[config.mk]
export PLATFORM = sky130hd
export DESIGN_NAME = spi_flash_cmd_seq
export DESIGN_NICKNAME = d
export VERILOG_FILES = /design/src/rtl/spi_flash_cmd_seq.sv
export SDC_FILE = /design/constraint.sdc
export NUM_CORES = 1
export LEC_CHECK = 0
export CORE_MARGIN = 5
export CORE_UTILIZATION = 56
export CTS_CLUSTER_DIAMETER = 50
export DETAILED_ROUTE_END_ITERATION = 6
export GPL_TIMING_DRIVEN = 0
export PLACE_DENSITY = 0.83
export SLEW_MARGIN = 10
export SYNTH_ARGS = -nofsm -noshare
export SYNTH_HDL_FRONTEND = slang
export SYNTH_SLANG_ARGS = --single-unit
export TNS_END_PERCENT = 30
[constraint.sdc]
create_clock -name ACLK -period 3.2 [get_ports ACLK]
set_input_delay 0.32 -clock ACLK [delete_from_list [all_inputs] [get_ports ACLK]]
set_output_delay 0.32 -clock ACLK [all_outputs]
set_load 0.1 [all_outputs]
[src/rtl/spi_flash_cmd_seq.sv]
// SPI-flash command sequencer: optional WREN, opcode plus optional address,
// optional RDSR polling until a status bit clears. Mode 0, MSB first.
module spi_flash_cmd_seq #(
    parameter int CLK_DIV  = 2,
    parameter int ADDR_W   = 24,
    parameter int POLL_BIT = 0,
    parameter int POLL_MAX = 1024,
    parameter int CS_GAP   = 4
) (
    input  logic              ACLK,
    input  logic              ARESET,
    input  logic              start,
    input  logic [7:0]        opcode,
    input  logic [ADDR_W-1:0] addr,
    input  logic              use_addr,
    input  logic              use_wren,
    input  logic              poll_en,
    output logic              busy,
    output logic              done,
    output logic              timeout,
    output logic [7:0]        status_reg,
    output logic [15:0]       poll_count,
    output logic              CS,
    output logic              CLOCK,
    output logic              MOSI,
    input  logic              MISO
);

    localparam int BC_W   = $clog2(ADDR_W + 1);
    localparam int TM_MAX = (CLK_DIV > CS_GAP) ? CLK_DIV : CS_GAP;
    localparam int TM_W   = $clog2(TM_MAX + 1);

    typedef enum logic [3:0] {
        IDLE, WREN, GAP1, CMD, ADDR, GAP2,
        POLL_CMD, POLL_RD, GAP3, FIN
    } state_t;

    state_t state_q, state_d;

    logic [TM_W-1:0]   tmr_q, tmr_d;
    logic [BC_W-1:0]   bit_q;
    logic [ADDR_W-1:0] tx_q;
    logic [7:0]        rx_q;
    logic [7:0]        opcode_q;
    logic [ADDR_W-1:0] addr_q;
    logic              use_addr_q;
    logic              poll_q;
    logic              to_q;

    logic              in_shift, in_gap, tick, gap_end;
    logic              rise, fall, last, rd_stop, load;
    logic [15:0]       cnt_inc;
    logic [7:0]        op_src;
    logic [ADDR_W-1:0] load_val;
    logic [BC_W-1:0]   load_len;

    function automatic logic is_shift(input state_t s);
        return (s == WREN) || (s == CMD) || (s == ADDR) ||
               (s == POLL_CMD) || (s == POLL_RD);
    endfunction

    always_comb begin
        in_shift = is_shift(state_q);
        in_gap   = (state_q == GAP1) || (state_q == GAP2) ||
                   (state_q == GAP3);
        tick     = (tmr_q == TM_W'(CLK_DIV - 1));
        gap_end  = in_gap && (tmr_q == TM_W'(CS_GAP - 1));
        rise     = in_shift && tick && !CLOCK;
        fall     = in_shift && tick && CLOCK;
        last     = fall && (bit_q == BC_W'(1));
        cnt_inc  = (poll_count == 16'hFFFF) ? poll_count
                                            : poll_count + 16'd1;
        rd_stop  = !rx_q[POLL_BIT] || (cnt_inc == 16'(POLL_MAX));
        busy     = (state_q != IDLE);
        done     = (state_q == FIN) && !to_q;
        timeout  = (state_q == FIN) && to_q;
    end

    always_ff @(posedge ACLK) begin
        if (ARESET) state_q <= IDLE;
        else        state_q <= state_d;
    end

    always_comb begin
        state_d = state_q;
        unique case (state_q)
            IDLE:     if (start)   state_d = use_wren ? WREN : CMD;
            WREN:     if (last)    state_d = GAP1;
            GAP1:     if (gap_end) state_d = CMD;
            CMD:      if (last)    state_d = use_addr_q ? ADDR : GAP2;
            ADDR:     if (last)    state_d = GAP2;
            GAP2:     if (gap_end) state_d = poll_q ? POLL_CMD : FIN;
            POLL_CMD: if (last)    state_d = POLL_RD;
            POLL_RD:  if (last && rd_stop) state_d = GAP3;
            GAP3:     if (gap_end) state_d = FIN;
            FIN:                   state_d = IDLE;
            default:               state_d = IDLE;
        endcase
    end

    // Segment reload: entering a shift state, or the next status byte.
    always_comb begin
        op_src   = (state_q == IDLE) ? opcode : opcode_q;
        load     = is_shift(state_d) && ((state_d != state_q) || last);
        load_val = '0;
        load_len = BC_W'(8);
        unique case (state_d)
            WREN:     load_val = ADDR_W'(8'h06) << (ADDR_W - 8);
            CMD:      load_val = ADDR_W'(op_src) << (ADDR_W - 8);
            ADDR: begin
                load_val = addr_q;
                load_len = BC_W'(ADDR_W);
            end
            POLL_CMD: load_val = ADDR_W'(8'h05) << (ADDR_W - 8);
            default:  load_val = '0;
        endcase
    end

    always_comb begin
        if (state_d != state_q) tmr_d = '0;
        else if (in_shift)      tmr_d = tick ? '0 : tmr_q + TM_W'(1);
        else if (in_gap)        tmr_d = tmr_q + TM_W'(1);
        else                    tmr_d = '0;
    end

    always_ff @(posedge ACLK) begin
        if (ARESET) begin
            CS         <= 1'b1;
            CLOCK      <= 1'b0;
            MOSI       <= 1'b0;
            status_reg <= '0;
            poll_count <= '0;
            tmr_q      <= '0;
            bit_q      <= '0;
            tx_q       <= '0;
            rx_q       <= '0;
            opcode_q   <= '0;
            addr_q     <= '0;
            use_addr_q <= 1'b0;
            poll_q     <= 1'b0;
            to_q       <= 1'b0;
        end else begin
            tmr_q <= tmr_d;
            CS    <= !is_shift(state_d);

            if (!is_shift(state_d) || (state_d != state_q))
                CLOCK <= 1'b0;
            else if (tick)
                CLOCK <= !CLOCK;

            if (load) begin
                tx_q  <= load_val;
                bit_q <= load_len;
            end else if (fall) begin
                tx_q  <= tx_q << 1;
                bit_q <= bit_q - BC_W'(1);
            end

            if (!is_shift(state_d)) MOSI <= 1'b0;
            else if (load)          MOSI <= load_val[ADDR_W-1];
            else if (fall)          MOSI <= tx_q[ADDR_W-2];

            if (rise && (state_q == POLL_RD))
                rx_q <= {rx_q[6:0], MISO};

            if (last && (state_q == POLL_RD)) begin
                status_reg <= rx_q;
                poll_count <= cnt_inc;
                if (rx_q[POLL_BIT] && (cnt_inc == 16'(POLL_MAX)))
                    to_q <= 1'b1;
            end

            if ((state_q == IDLE) && start) begin
                opcode_q   <= opcode;
                addr_q     <= addr;
                use_addr_q <= use_addr;
                poll_q     <= poll_en;
                poll_count <= '0;
                to_q       <= 1'b0;
            end
        end
    end

endmodule

==> metrics.md <==
| Metric | Value |
|---|---|
| Status | `finished with violations` |
| Failing checks | `negative setup slack` |
| Die width | `108.3 microns` |
| Highest cell delay on the worst timing path | `~0.55 ns` |
| Share of cells above drive strength 1 | `around 17%` |
| Vias in the first global route | `approximately 5000` |
| Post-synth EDFFs | `0` |
| Diode count | `0` |
| Total power | `around 3 mW` |
| Vias per cell | `5.702` |
| GP Congestion | `slightly above 0.9` |
| Ys Warns | `0` |
| Startpoint types | `register` |
| Clk pwr share | `between 30 and 40%` |
| # IOs | `69` |
| Actual slew at the worst max-slew pin | `approximately 1.0 ns` |
| Seq/Total Area, Yosys | `around two fifths` |
| Worst setup path start | `state_q[0]` |
| Logic pwr share | `around a fifth` |
| Crit-path slowest cell | `or4_4` |
| Worst path bufs/invs | `2` |
| RSZ-0062 raised after global routing | `yes` |
| Async SR Flop Fraction | `0%` |
| Most flops, register | `addr_q` |
| GRT overflow | `0` |
| Num CTS Buffers | `9` |
| Area of the mapped netlist | `approximately 0.0054 sq mm` |
| Max-Cap Viols | `0` |
| Final Hold Viols | `0` |
| GR Util met1 | `28.95%` |
| Top Usage Layer GRT | `met2` |
| CP max FO | `6` |
| Die Ht | `between 100 and 150 microns` |
| Biggest regs | `addr_q (24), tx_q (23), poll_count (16)` |
| GRT Total Usage | `24.29%` |
| Clk buf depth | `2` |
| Post-synth top area cell | `dfxtp_1` |
| Yosys cell types | `76` |
| Peak Freq | `between 300 and 400 MHz` |
| Crit Path Class | `register to register` |
| Yosys reg bits | `around 110` |
| Max reg flops | `24` |
| Antenna violations before repair | `0` |
| Critical-path cell list | `or2_1 > clkbuf_4 > and4_4 > a31oi_4 > o31ai_4 > nor2_1 > or4_4 > o2111ai_4 > buf_6 > mux2_1 > a211oi_2` |
| Critical Path End Type | `register` |
| Period utilization | `101.3%` |
| Levels on crit path | `11` |
| Die ar. | `roughly 0.012 sq mm` |
| CTS tree | `built` |
| Starting density of the core | `58.06%` |
| CTS Sinks | `between 100 and 150` |
| Clk slew on worst S/H paths | `between 0.1 and 0.15 ns` |
| Layout net count | `about 800` |
| DR iter-0 viols | `about 370` |
| Final WL | `between 10000 and 15000 microns` |
| Synth-to-Final Area Change | `26.76%` |
| Hold_ws | `0.4266 ns` |
| Hold Path Class | `register to register` |
| Final setup viols | `8` |
| First-pass GRT wire length | `between 20000 and 25000 microns` |
| Critical Path End | `tx_q[6]` |
| Post-synth top area share | `between 30% and 40%` |
| Pwr/cell area | `434.6 mW/mm^2` |
| Largest cells by area after synthesis | `dfxtp_1 39%, nand2_1 8.8%, nor2_1 4.9%` |
| Power Internal | `between 2 and 2.5 mW` |
| Final Max Slew Viols | `0` |
| Reg2Reg Setup Slack | `-0.04 ns` |
| Root Driver | `clkbuf_8` |
| H-tree depth | `3` |
| Routed len/inst | `~16 microns` |
| GRT met2 Usage | `~43%` |
| Dominant synthesized flop cell | `dfxtp_1` |
| P_sw | `about 900 uW` |
| ANT nets after route | `0` |
| Number of buffers added on ports | `67` |
| Core area | `0.009328 sq mm` |
| Pleak | `between 2 and 3 nW` |
| Worst skew pair latency | `0.38 ns` |
| R2r startpoint | `state_q[0]` |
| Maximum VDD drop | `roughly 0.28 mV` |
| Largest net degree at the start of global routing | `20` |
| Sequential power share | `slightly below 50%` |
| Via count | `5115` |
| Reg-to-reg endpoint | `tx_q[6]` |
| Hpwl dp | `between 10000 and 15000 microns` |
| R2R cell count | `11` |
| Sw Ratio | `~30%` |
| Skew final | `between 0.01 and 0.015 ns` |
| Cell row count | `35` |
| Post-CTS Hold Fix Bufs | `0` |
| Slew HR | `between 30% and 40%` |
| Worst Path Required | `~3.5 ns` |
| Syn nets | `about 720` |
| Drt pass-1 iters | `5` |
| Met3 Track Usage GR | `3.343%` |
| Top Family by Delay on Critical Path | `simple AND/OR/NAND/NOR gates` |
| Period minus WS final | `approximately 3.2 ns` |
| Final worst setup slack | `-0.04045 ns` |
| Post-Syn Area per Cell | `about 8.1 sq um` |
| DRC | `0` |
| Cell count after synthesis | `671` |
| Endpoint arrival time on the critical path | `3.55 ns` |
## cells by family after synthesis
group / synth area share, %
AO/OA/AOI/OAI: 18.48
flip-flops: 38.82
adder cells (fa/ha/maj): 1.386
multiplexers: 6.308
XOR/XNOR: 3.073
AND/OR/NAND/NOR: 25.81
buffers and inverters: 6.123
## power groups by stage
stage	Sequential [mW]	Combinational [mW]	Clock (mW)
after floorplan	1.48	0.378	0
after global placement	1.46	0.527	0
after detailed placement	1.46	0.542	0
after CTS	1.44	0.585	0.916
after global routing	1.45	0.684	0.968
final	1.44	0.631	0.914
## area by class of cell
cell class	instances	area [sq um]
Tap cell	129	161.4
Timing Repair Buffer	84	804.5
Multi-Input combinational cell	489	3192
Fill cell	698	2464
Clock buffer	10	137.6
Inverter	31	116.4
Buffer	43	235.2
Clock inverter	6	82.58
Sequential cell	105	2135
## metrics by stage
stage | setup WS (ns) | cell area, sq um | std cells | util [%] | TNS [ns]
final | -0.04045 | 6864 | 897 | 73.59 | -0.1282
after global routing | -0.08646 | 6864 | 897 | 73.59 | -0.9132
after CTS | 0.004248 | 6656 | 893 | 71.36 | 0
after detailed placement | -0.2031 | 6285 | 867 | 67.38 | -3.344
after global placement | -0.1484 | 6285 | 867 | 67.38 | -2.453
after floorplan | 0.009396 | 5453 | 671 | - | 0
## cell usage after synthesis (5+ instances only)
cell type  count
nand2_1      127
dfxtp_1      105
nor2_1        71
a21oi_1       51
inv_1         31
clkbuf_1      29
a211oi_1      15
mux2i_1       15
buf_2         13
mux2_2        12
nand3_1       12
o21ai_0       12
nor3_1        11
xnor2_1       11
xor2_1         8
and3_1         7
and4_1         7
nand2b_1       7
and2_1         6
ha_1           6
nand4_1        6
o21ai_1        6
a221oi_2       5
a31oi_1        5
mux2_1         5
nor2b_1        5
or3_1          5
## worst min path at each step
stage | start | to | cells after the start
detailed placement | tx_q[3] | tx_q[3] | 2
floorplan | tmr_q[0] | tmr_q[0] | 1
CTS | addr_q[20] | addr_q[20] | 2
global route | tmr_q[0] | tmr_q[0] | 1
finish | tmr_q[0] | tmr_q[0] | 1
global placement | tmr_q[0] | tmr_q[0] | 1
## metal layers
layer,routed length [microns],vias up
li1,-,2505
met1,6048,2399
met2,7162,166
met3,719,45
met4,507,0
met5,0,-
## what timing repair did
item / in CTS / in global routing
gates cloned: 1 / 1
pin swaps: 7 / 7
hold endpoints to repair: 0 / 0
setup buffers: 9 / 6
endpoints found under the setup margin: 23 / 32
resized for setup: 14 / 41
## worst register-to-register path, delay by kind of cell, from the launching register on
family,cells,cell delay (ns)
flops,1,0.50
simple gates,4,1.09
compound gates,4,0.84
buf+inv,2,0.37
mux,1,0.35
## cells in the final DEF, fill, tap and decap left out, types with 14 or more instances in the layout
| cell type | netlist | layout |
|---|---|---|
| inv_1 | 31 | 31 |
| buf_4 | 1 | 17 |
| mux2i_1 | 15 | 15 |
| clkdlybuf4s50_1 | 0 | 66 |
| dfxtp_1 | 105 | 87 |
| clkbuf_1 | 29 | 24 |
| a21oi_1 | 51 | 50 |
| nor2_1 | 71 | 69 |
| dfxtp_2 | 0 | 14 |
| nand2_1 | 127 | 127 |
Note: power is estimated with default switching activity, not from simulation.
